`src/rtl/risc_spm_pkg.sv`:
```
// Shared constants for the RISC_SPM control unit: opcodes, FSM states, bus mux codes.
// Latency: n/a (declarations only).
// Backpressure: n/a.
package risc_spm_pkg;

  // Opcodes live in instruction[7:4].
  localparam logic [3:0] OP_NOP = 4'd0;
  localparam logic [3:0] OP_ADD = 4'd1;
  localparam logic [3:0] OP_SUB = 4'd2;
  localparam logic [3:0] OP_AND = 4'd3;
  localparam logic [3:0] OP_NOT = 4'd4;
  localparam logic [3:0] OP_RD  = 4'd5;
  localparam logic [3:0] OP_WR  = 4'd6;
  localparam logic [3:0] OP_BR  = 4'd7;
  localparam logic [3:0] OP_BRZ = 4'd8;

  // 12 states in a 4-bit register; codes 12..15 are unreachable and fall into S_HALT.
  typedef enum logic [3:0] {
    S_IDLE = 4'd0,
    S_FET1 = 4'd1,
    S_FET2 = 4'd2,
    S_DEC  = 4'd3,
    S_EX1  = 4'd4,
    S_RD1  = 4'd5,
    S_RD2  = 4'd6,
    S_WR1  = 4'd7,
    S_WR2  = 4'd8,
    S_BR1  = 4'd9,
    S_BR2  = 4'd10,
    S_HALT = 4'd11
  } state_t;

  // Bus_1 sources: register file occupies codes 0..3 so a register index maps directly.
  localparam logic [2:0] SEL_R0 = 3'd0;
  localparam logic [2:0] SEL_R1 = 3'd1;
  localparam logic [2:0] SEL_R2 = 3'd2;
  localparam logic [2:0] SEL_R3 = 3'd3;
  localparam logic [2:0] SEL_PC = 3'd4;

  // Bus_2 sources.
  localparam logic [1:0] SEL_ALU  = 2'd0;
  localparam logic [1:0] SEL_BUS1 = 2'd1;
  localparam logic [1:0] SEL_MEM  = 2'd2;

endpackage

```
`src/rtl/risc_spm_ctrl.sv`:
```
// Control-unit FSM for the RISC_SPM datapath: fetch, decode, execute one instruction per pass.
// Latency: NOP/NOT/untaken BRZ 3 cycles, ALU ops 4, RD/WR/BR/taken BRZ 5 (fetch included).
// Backpressure: none; memory is combinational, the FSM never stalls. Illegal opcode halts until reset.
//
// Ports: clk, rst (async, active-low); instruction (IR), zero (registered Zflag) in;
//   Load_R0..R3, Load_PC, Inc_PC, Load_IR, Load_Add_R, Load_Reg_Y, Load_Reg_Z,
//   Sel_Bus_1_Mux, Sel_Bus_2_Mux, write, halted out.
// Optional: define RISC_CTRL_ICOUNT_EN to add the instr_count retired-instruction counter.
module risc_spm_ctrl
  import risc_spm_pkg::*;
#(
  parameter int word_size = 8,
  parameter int Sel1_size = 3,
  parameter int Sel2_size = 2
`ifdef RISC_CTRL_ICOUNT_EN
  ,
  parameter int CNT_WIDTH = 16
`endif
) (
  input  logic                 clk,
  input  logic                 rst,
  input  logic [word_size-1:0] instruction,
  input  logic                 zero,
  output logic                 Load_R0,
  output logic                 Load_R1,
  output logic                 Load_R2,
  output logic                 Load_R3,
  output logic                 Load_PC,
  output logic                 Inc_PC,
  output logic                 Load_IR,
  output logic                 Load_Add_R,
  output logic                 Load_Reg_Y,
  output logic                 Load_Reg_Z,
  output logic [Sel1_size-1:0] Sel_Bus_1_Mux,
  output logic [Sel2_size-1:0] Sel_Bus_2_Mux,
  output logic                 write,
  output logic                 halted
`ifdef RISC_CTRL_ICOUNT_EN
  ,
  output logic [CNT_WIDTH-1:0] instr_count
`endif
);

  state_t     state;
  state_t     state_nxt;
  logic [3:0] opcode;
  logic [1:0] src;
  logic [1:0] dest;
  logic [3:0] load_r;

  assign opcode = instruction[word_size-1 -: 4];
  assign src    = instruction[3:2];
  assign dest   = instruction[1:0];

  assign Load_R0 = load_r[0];
  assign Load_R1 = load_r[1];
  assign Load_R2 = load_r[2];
  assign Load_R3 = load_r[3];

  always_ff @(posedge clk or negedge rst) begin
    if (!rst) state <= S_IDLE;
    else      state <= state_nxt;
  end

  always_comb begin
    state_nxt     = state;
    load_r        = 4'b0000;
    Load_PC       = 1'b0;
    Inc_PC        = 1'b0;
    Load_IR       = 1'b0;
    Load_Add_R    = 1'b0;
    Load_Reg_Y    = 1'b0;
    Load_Reg_Z    = 1'b0;
    Sel_Bus_1_Mux = '0;
    Sel_Bus_2_Mux = '0;
    write         = 1'b0;
    halted        = 1'b0;

    case (state)
      S_IDLE: state_nxt = S_FET1;

      S_FET1: begin
        Sel_Bus_1_Mux = Sel1_size'(SEL_PC);
        Sel_Bus_2_Mux = Sel2_size'(SEL_BUS1);
        Load_Add_R    = 1'b1;
        state_nxt     = S_FET2;
      end

      S_FET2: begin
        Sel_Bus_2_Mux = Sel2_size'(SEL_MEM);
        Load_IR       = 1'b1;
        Inc_PC        = 1'b1;
        state_nxt     = S_DEC;
      end

      S_DEC: begin
        case (opcode)
          OP_NOP: state_nxt = S_FET1;

          OP_ADD, OP_SUB, OP_AND: begin
            // First operand parks in Y; the ALU combines it with the dest register in S_EX1.
            Sel_Bus_1_Mux = Sel1_size'(src);
            Sel_Bus_2_Mux = Sel2_size'(SEL_BUS1);
            Load_Reg_Y    = 1'b1;
            state_nxt     = S_EX1;
          end

          OP_NOT: begin
            Sel_Bus_1_Mux = Sel1_size'(src);
            Sel_Bus_2_Mux = Sel2_size'(SEL_ALU);
            Load_Reg_Z    = 1'b1;
            load_r[dest]  = 1'b1;
            state_nxt     = S_FET1;
          end

          OP_RD, OP_WR, OP_BR: begin
            // PC already points at the operand word; latch it as the next address.
            Sel_Bus_1_Mux = Sel1_size'(SEL_PC);
            Sel_Bus_2_Mux = Sel2_size'(SEL_BUS1);
            Load_Add_R    = 1'b1;
            state_nxt     = (opcode == OP_RD) ? S_RD1 :
                            (opcode == OP_WR) ? S_WR1 : S_BR1;
          end

          OP_BRZ: begin
            if (zero) begin
              Sel_Bus_1_Mux = Sel1_size'(SEL_PC);
              Sel_Bus_2_Mux = Sel2_size'(SEL_BUS1);
              Load_Add_R    = 1'b1;
              state_nxt     = S_BR1;
            end else begin
              // Not taken: step PC over the operand word.
              Inc_PC    = 1'b1;
              state_nxt = S_FET1;
            end
          end

          default: state_nxt = S_HALT;
        endcase
      end

      S_EX1: begin
        Sel_Bus_1_Mux = Sel1_size'(dest);
        Sel_Bus_2_Mux = Sel2_size'(SEL_ALU);
        Load_Reg_Z    = 1'b1;
        load_r[dest]  = 1'b1;
        state_nxt     = S_FET1;
      end

      S_RD1, S_WR1: begin
        Sel_Bus_2_Mux = Sel2_size'(SEL_MEM);
        Load_Add_R    = 1'b1;
        Inc_PC        = 1'b1;
        state_nxt     = (state == S_RD1) ? S_RD2 : S_WR2;
      end

      S_RD2: begin
        Sel_Bus_2_Mux = Sel2_size'(SEL_MEM);
        load_r[dest]  = 1'b1;
        state_nxt     = S_FET1;
      end

      S_WR2: begin
        Sel_Bus_1_Mux = Sel1_size'(src);
        write         = 1'b1;
        state_nxt     = S_FET1;
      end

      S_BR1: begin
        Sel_Bus_2_Mux = Sel2_size'(SEL_MEM);
        Load_Add_R    = 1'b1;
        state_nxt     = S_BR2;
      end

      S_BR2: begin
        Sel_Bus_2_Mux = Sel2_size'(SEL_MEM);
        Load_PC       = 1'b1;
        state_nxt     = S_FET1;
      end

      S_HALT: begin
        halted    = 1'b1;
        state_nxt = S_HALT;
      end

      default: state_nxt = S_HALT;
    endcase
  end

`ifdef RISC_CTRL_ICOUNT_EN
  // Every return to S_FET1 (other than the start-up one) retires an instruction.
  always_ff @(posedge clk or negedge rst) begin
    if (!rst) begin
      instr_count <= '0;
    end else if ((state_nxt == S_FET1) && (state != S_IDLE) && (state != S_FET1)) begin
      instr_count <= instr_count + CNT_WIDTH'(1);
    end
  end
`endif

endmodule

```
`config.mk`:
```
export PLATFORM = sky130hd
export DESIGN_NAME = risc_spm_ctrl
export DESIGN_NICKNAME = d
export VERILOG_FILES = /design/src/rtl/risc_spm_pkg.sv /design/src/rtl/risc_spm_ctrl.sv
export SDC_FILE = /design/constraint.sdc
export NUM_CORES = 1
export LEC_CHECK = 0
export BUFFER_PORTS_ARGS = -buffer_cell sky130_fd_sc_hd__clkbuf_2
export CAP_MARGIN = 20
export CORE_AREA = 2 2 39 41
export DETAILED_ROUTE_END_ITERATION = 10
export DIE_AREA = 0 0 41 43
export GPL_TIMING_DRIVEN = 0
export PLACE_DENSITY_LB_ADDON = 0.15
export SLEW_MARGIN = 20
export SYNTH_ARGS = -nofsm -noshare
export SYNTH_HDL_FRONTEND = slang
export SYNTH_SLANG_ARGS = --single-unit
```
`constraint.sdc`:
```
create_clock -name clk -period 1.9 [get_ports clk]
set_clock_uncertainty 0.2 [all_clocks]
set_input_delay 0.095 -clock clk [delete_from_list [all_inputs] [get_ports clk]]
set_output_delay 0.095 -clock clk [all_outputs]
set_load 0.01 [all_outputs]
```
==> out/qor.yml <==
status: "finished, final reports clean"
htreeDepth: 1
numPortBuffers: 25
area_growth_syn_to_layout_pct: 50.9
routed_via_density: 5.30
place_hpwl_mm: 1.09
yosysTopAreaCell: "dfrtp_1"
hold_viol: 0
dpl.cell_count: 121
largest_register_ffs: 4
grtUsageMet2_pct: 33.1
synth-seq-area-share_pct: 18.9
critPathCaptureType: "output port"
synthFlopType: "dfrtp_1"
first_iter_violations: 14
syn_nets: 91
finalSetupViolations: 0
grt_max_degree: 11
startpoint_type: "flip-flop"
cts_tree: "yes"
ys_top_cells_by_area: "dfrtp_1 (19%), nor2_1 (11%), nand2_1 (6.4%), a21oi_1 (5.7%), nor3_1 (3.8%)"
hold_class: "in2reg"
fin_cells: 131
critPathRequiredTime_ns: 1.60
cts.clk_slew.worst_paths_ns: 0.04
cts_buffer_depth: 2
clock_tree.root_cell: "clkbuf_4"
synth_warnings: 0
rows: 14
nNetsFinal: 128
synthCells: 80
drc_errors: 0
cap_viol_max_count: 0
routed_wirelength_mm: 1.54
antenna_found_initial: 0
num_vias: 694
maxClockFrequency_mhz: 533
wl_per_cell_um: 11.7
drive_above_1_share_pct: 41.7
synth_edf_count: 0
rsz0062_at_grt: "yes"
synth-seq-cells: 4
max-vdd-ir-drop_v: 0.000387
grt_busiest_layer: "met2"
clk_latency_ns: 0.24
overflow: 0
worst_pin_slew_ns: 0.353
period_share_pct: 98.7
initial_utilization_pct: 38.3
cts_sinks: 4
grt_pass1_vias: 591
yosysTopAreaCellShare_pct: 18.9
synth.avg_cell_area_um2: 6.63
fin_crit_ns: 1.87
async_reset_ff_share_pct: 100
criticalPathCategory: "reg2out"
place_area_um2: 676
final_area_um2: 801
mostFrequentLayoutCells: "clkbuf_2 (22), nor2_1 (15), nand2_1 (8), a21oi_1 (6), buf_4 (6)"
drv_slew: 0
leakage_nw: 0.370
first_pass_iters: 4
reg.largest.list: "state (4)"
filler_cell_count: 137
cts_buffers: 3
die_h_um: 43
io_pins: 28
grt_util_met1_pct: 23.3
die_w_um: 41
relSlewSlack_pct: 76.1
synth_cell_types: 34
syn-cell-area_um2: 531
crit_fanout: 5
ant_nets: 0
grt_pass1_wl_mm: 2.40
cp.arrival_ns: 1.58
antenna_cells: 0
powerDensity_nw_per_um2: 297
track_usage_pct: 19.7
mostFrequentLayoutCell: "clkbuf_2"
final_util_pct: 57.9
dieArea_um2: 1760
coreArea_um2: 1380
finalWeightedCongestion: 0.787
met3_usage_pct: 6.28
regMostFlops: "state"
metrics by stage:
step                hold WS, ns  worst slack (ns)  power, W  setup TNS, ns
global placement         -0.300            0.0797  0.000127              0
CTS                      0.0912           0.00332  0.000241              0
detailed placement       -0.295            0.0451  0.000127              0
floorplan                -0.401             0.217  0.000110              0
finish                    0.111            0.0254  0.000238              0
global route              0.109           -0.0906  0.000256         -0.424
metal layers:
metal / wire length [um] / part of all wire (%)
met5: 0 / 0
met3: 115 / 7.5
met1: 698 / 45
met4: 0 / 0
met2: 722 / 47
what timing repair did:
action,4_1_cts,5_1_grt
endpoints found under the setup margin,7,8
hold buffers,2,0
pin swaps,4,2
gates resized for setup,11,5
setup buffers,6,0
hold endpoints to repair,4,0
logic make-up (layout without fill, tap and decap cells):
| group | count (synthesis) | count (layout) | synth area share (%) |
|---|---|---|---|
| and+or+nand+nor | 42 | 42 | 38.9 |
| xor gates and xnor gates | 1 | 1 | 1.65 |
| DFF | 4 | 4 | 18.9 |
| AOI/OAI and AO/OA | 24 | 24 | 31.6 |
| buffers and inverters | 9 | 44 | 8.96 |
final cells by class:
type	count	area, um2	share of cell area, %
Multi-Input combinational cell	67	413	51.6
Buffer	5	41.3	5.16
Inverter	3	11.3	1.41
Tap cell	16	20.0	2.50
Timing Repair Buffer	33	190	23.7
Sequential cell	4	103	12.8
Clock buffer	3	22.5	2.81
path summary, 6_finish.rpt:
path	cells past startpoint	startpoint	slack (ns)	endpoint
min	4	instruction[5]	0.11	state[2]$_DFF_PN0_
max	6	state[3]$_DFF_PN0_	0.03	Load_R2
min reg2reg	2	state[1]$_DFF_PN0_	0.47	state[1]$_DFF_PN0_
max in group asynchronous	3	rst	0.76	state[0]$_DFF_PN0_
min in group asynchronous	3	rst	0.55	state[1]$_DFF_PN0_
max reg2reg	3	state[0]$_DFF_PN0_	0.40	state[1]$_DFF_PN0_
cells in the mapped netlist (2+ instances only):
| cell type | count |
|---|---|
| inv_1 | 3 |
| dfrtp_1 | 4 |
| nor3_1 | 4 |
| a22o_1 | 2 |
| nor2b_1 | 2 |
| and2_1 | 2 |
| nor2_1 | 15 |
| o21ai_0 | 4 |
| nand2_1 | 9 |
| nand2b_1 | 3 |
| clkbuf_1 | 2 |
| o22ai_1 | 2 |
| a31oi_1 | 2 |
| a21oi_1 | 6 |
power breakdown:
part	internal, W	total (W)	switching, W	leakage [nW]
Clock	0.0000707	0.000107	0.0000360	0.0138
Sequential	0.0000856	0.0000856	0	0.0382
Combinational	0.0000207	0.0000452	0.0000245	0.318
Total	0.000177	0.000238	0.0000604	0.370
worst max-delay path, stage by stage (launching register included):
cell and delay, ns:
dfrtp_1 0.39, clkbuf_8 0.16, or3b_4 0.38, o41ai_4 0.07, nand2_1 0.12, nor2_1 0.09
buf_2 0.13
No activity file was read; power rests on OpenSTA's default activity.
